### src/rtl/register_file.sv
// 32-entry MIPS register file: two combinational read ports, one clocked write port.
// Entry 0 has no storage and always reads zero; same-cycle read-through is optional.
module register_file #(
  parameter int DATA_WIDTH   = 32,
  parameter int ADDR_WIDTH   = 5,
  parameter bit WRITE_BYPASS = 1'b0
) (
  input  logic                  Clock,
  input  logic                  ResetN,
  input  logic [ADDR_WIDTH-1:0] ReadReg1,
  input  logic [ADDR_WIDTH-1:0] ReadReg2,
  input  logic [ADDR_WIDTH-1:0] WriteReg,
  input  logic [DATA_WIDTH-1:0] WriteData,
  input  logic                  RegWrite,
  output logic [DATA_WIDTH-1:0] ReadData1,
  output logic [DATA_WIDTH-1:0] ReadData2
);

  localparam int DEPTH = 2 ** ADDR_WIDTH;

  logic [DATA_WIDTH-1:0] store [1:DEPTH-1];
  logic [DATA_WIDTH-1:0] view  [DEPTH];
  logic                  wr_active;

  assign wr_active = ResetN && RegWrite && (WriteReg != '0);

  for (genvar i = 1; i < DEPTH; i++) begin : g_entry
    always_ff @(posedge Clock or negedge ResetN) begin
      if (!ResetN) begin
        store[i] <= '0;
      end else if (wr_active && (WriteReg == ADDR_WIDTH'(i))) begin
        store[i] <= WriteData;
      end
    end
  end

  // Full-depth view with a constant zero at index 0 keeps the read mux in range.
  always_comb begin
    view[0] = '0;
    for (int i = 1; i < DEPTH; i++) begin
      view[i] = store[i];
    end
  end

  always_comb begin
    ReadData1 = view[ReadReg1];
    ReadData2 = view[ReadReg2];
    if (WRITE_BYPASS) begin
      if (wr_active && (WriteReg == ReadReg1)) ReadData1 = WriteData;
      if (wr_active && (WriteReg == ReadReg2)) ReadData2 = WriteData;
    end
  end

endmodule

### config.mk
export PLATFORM = sky130hd
export DESIGN_NAME = register_file
export DESIGN_NICKNAME = d
export VERILOG_FILES = /design/src/rtl/register_file.sv
export SDC_FILE = /design/constraint.sdc
export NUM_CORES = 2
export LEC_CHECK = 0
export CAP_MARGIN = 20
export CORE_MARGIN = 4
export CORE_UTILIZATION = 45
export CTS_BUF_LIST = sky130_fd_sc_hd__clkbuf_8 sky130_fd_sc_hd__clkbuf_16
export CTS_CLUSTER_DIAMETER = 50
export DETAILED_ROUTE_END_ITERATION = 8
export PLACE_DENSITY = 0.73
export SYNTH_ARGS = -nofsm -noshare
export SYNTH_HDL_FRONTEND = slang
export SYNTH_SLANG_ARGS = --single-unit
export TNS_END_PERCENT = 1
### constraint.sdc
create_clock -name Clock -period 2.75 [get_ports Clock]
set_input_delay 0.55 -clock Clock [delete_from_list [all_inputs] [get_ports Clock]]
set_output_delay 0.55 -clock Clock [all_outputs]
set_load 0.05 [all_outputs]
==> flow_summary.toml <==
[outcome]
run_status = "complete, but fails checks"
violations = "setup timing"

[yosys]
edff_count_synth = 0
mappedNetlistNets = 3686
async_sr_flop_fraction_pct = 100.0
mappedNetlistArea_mm2 = 0.05320
ys_dominant_reg_cell = "sky130_fd_sc_hd__dfrtp_1"
synth_seq_cells = 992
synthesis.instances = 3636
synth-seq-area-share_pct = 46.66
yosysWarnings = 0
ys_types = 29
post_synth.cell_area_avg_um2 = 14.63

[place]
globalplace.congestion = 0.8972
dp_worst_setup_slack_ns = -0.4800
portBuffers = 113
place.detailed.instances = 5303
postPlaceCellArea_mm2 = 0.06026
post-dp-hpwl_um = 109800

[setup_path]
critical_path.top_delay_family = "compound AO/OA/AOI/OAI gates"
timing.critical_path.slowest_cell_delay_ns = 0.48
rrSetupSlack_ns = 1.93
crit_fanout = 3
critical_path.endpoint_type = "primary output"
crit_type = "register to primary output"
timing.rr.end = "store[392]"
crit_chain = "mux4_2, a22o_1, o21ai_2, o31ai_4, buf_12"
critPathArrivalTime_ns = 2.47
worst-path-buf-inv = 1
required_time_at_the_endpoint_of_the_critical_path_ns = 2.20
worstReg2RegStart = "store[392]"
setup.worst_path.start_class = "register"
worst_r2r_path_depth = 1
standard_cell_with_the_maximum_stage_delay_on_the_critical_path = "sky130_fd_sc_hd__mux4_2"

[final_layout]
antenna_cells = 0
instances_no_fill = 5498
stdcell_area_mm2 = 0.06470
final_cell_mix = "sky130_fd_sc_hd__mux2_2, sky130_fd_sc_hd__dfrtp_1, sky130_fd_sc_hd__mux4_2"
largest_register_ffs = 992
design.final.nets = 3940
drive_above_1_share_pct = 57.42
largest_registers = "store: 992 flops"
max_flop_register = "store"
syn2layout_area_growth_pct = 21.61
layout.cells.most_common = "sky130_fd_sc_hd__mux2_2"

[sta]
hold_viol_final = 0
setup-tns-final_ns = -9.771
tightest_slew_ns = 0.9625
finalClockSkew_ns = 0
slew_viol_final = 0
setup_viol = 64
maxClockFrequency_mhz = 331.1
unrepaired_setup_endpoints_after_global_routing = "yes"
worst_slew_margin_rel_pct = 35.84
min_period_ns = 3.020
period_share_pct = 109.8
fin_hold_ws_ns = 0.2698
timing.final.ws_setup_ns = -0.2704

[route]
drt.antenna.violating_nets = 0
drc = 0
drt_first_iter_violations = 3517
dr_total_vias = 36380
firstDrtPassIters = 5
average_vias_per_placed_instance = 6.617
finalWirelength_um = 169500
wl_per_cell_um = 30.83

[clock_network]
clock_tree.htree_level_count = 3
worst_skew_pair.late_latency_ns = 0.69
tritoncts_clock_tree = "yes"
clock_transition_at_path_regs_ns = 0.06
max-clock-path-buffers = 3
tritoncts.num_buffers = 106
cts_root_buf = "sky130_fd_sc_hd__clkbuf_16"
clk_sink_count = 992

[die]
cell_rows = 125
floorplan.initialDensity_pct = 45.54
design.core.area_mm2 = 0.1168
pin_count = 114
die_x_um = 351.8
design.die.area_mm2 = 0.1238
die_y_um = 351.8

[pwr]
power_density_mw_per_mm2 = 641.5
leakage_power_figure_nw = 28.78
peakVddDrop_mv = 0.5457

[global_route]
number_of_global_route_vias_before_repair = 38150
grt_use_total_pct = 27.41
antenna_found_initial = 1
maximum_number_of_pins_on_one_net_before_global_route_repair = 176
grt_first_pass_wirelength_um = 253000
grt_remaining_overflow = 0

[job]
cap_viol_max_count = 0

[hold_path]
hold_class = "input port to asynchronous set/reset pin"
## worst max-delay path by stage
stage                start            end  depth (start not counted)
5_1_grt          store[24]  ReadData1[24]                          6
4_1_cts           store[0]   ReadData2[0]                          5
3_3_place_gp   ReadReg2[0]   ReadData2[0]                          8
2_1_floorplan  ReadReg2[0]  ReadData2[23]                          9
6_report          store[0]   ReadData1[0]                          5
3_5_place_dp   ReadReg2[0]   ReadData2[0]                          8
## where the power goes
part	leakage (nW)	total, mW	switching, mW	internal [mW]
sequential	13.2	18.1	1.53	16.5
combinational	13.7	8.41	3.75	4.66
clock	1.84	15.0	6.30	8.74
## area by class of cell
class,instances,area [um^2]
clock buffers,125,2925
clock inverters,67,733.2
fillers,9164,52130
inverters,2,8.758
multi-input cells,2241,27520
flip-flops and latches,992,24820
well taps,1524,1907
repair buffers,547,6778
## cells in the mapped netlist, types with 28 or more instances
master / number / share of area [%]
sky130_fd_sc_hd__a211oi_1: 64 / 0.90
sky130_fd_sc_hd__buf_2: 143 / 1.3
sky130_fd_sc_hd__o22ai_1: 64 / 0.75
sky130_fd_sc_hd__a22o_1: 191 / 3.1
sky130_fd_sc_hd__mux2i_1: 162 / 3.0
sky130_fd_sc_hd__clkbuf_1: 202 / 1.4
sky130_fd_sc_hd__o31ai_1: 64 / 0.90
sky130_fd_sc_hd__dfrtp_1: 992 / 47
sky130_fd_sc_hd__nand2_1: 77 / 0.54
sky130_fd_sc_hd__mux4_2: 384 / 16
sky130_fd_sc_hd__and3_1: 33 / 0.39
sky130_fd_sc_hd__mux2_2: 1027 / 22
sky130_fd_sc_hd__mux2_1: 28 / 0.59
sky130_fd_sc_hd__o21ai_1: 64 / 0.60
sky130_fd_sc_hd__and2_1: 34 / 0.40
## cells by family (layout without fill, tap and decap cells)
group / after synthesis / count (layout) / share of synthesized area, %
DFF: 992 / 992 / 46.66
muxes: 1601 / 1601 / 41.63
and+or+nand+nor: 193 / 193 / 1.804
buffers and inverters: 403 / 741 / 3.598
AOI/OAI and AO/OA: 447 / 447 / 6.305
## routing by layer
layer,part of all wire (%),track usage [%],wire (um)
met5,0,0,0
met4,4.8,11.85,8150
met3,9.4,6.267,15910
met2,46,42.27,78390
met1,40,37.45,67060
## through the flow
step	utilization [%]	total power, mW
after floorplan	-	23.19
after global placement	51.58	26.02
after detailed placement	51.58	26.32
after CTS	55.24	41.50
after global routing	55.38	42.97
final	55.38	41.50
## repair_timing
action                                 in CTS  in global routing
setup endpoints to repair                  64                 64
gates resized for setup                   116                 37
buffers inserted                            3                  0
pin swaps                                  48                 30
gates cloned                                2                  0
hold buffers                                1                  0
endpoints found under the hold margin      18                  0
No activity file was read; power rests on OpenSTA's default activity.
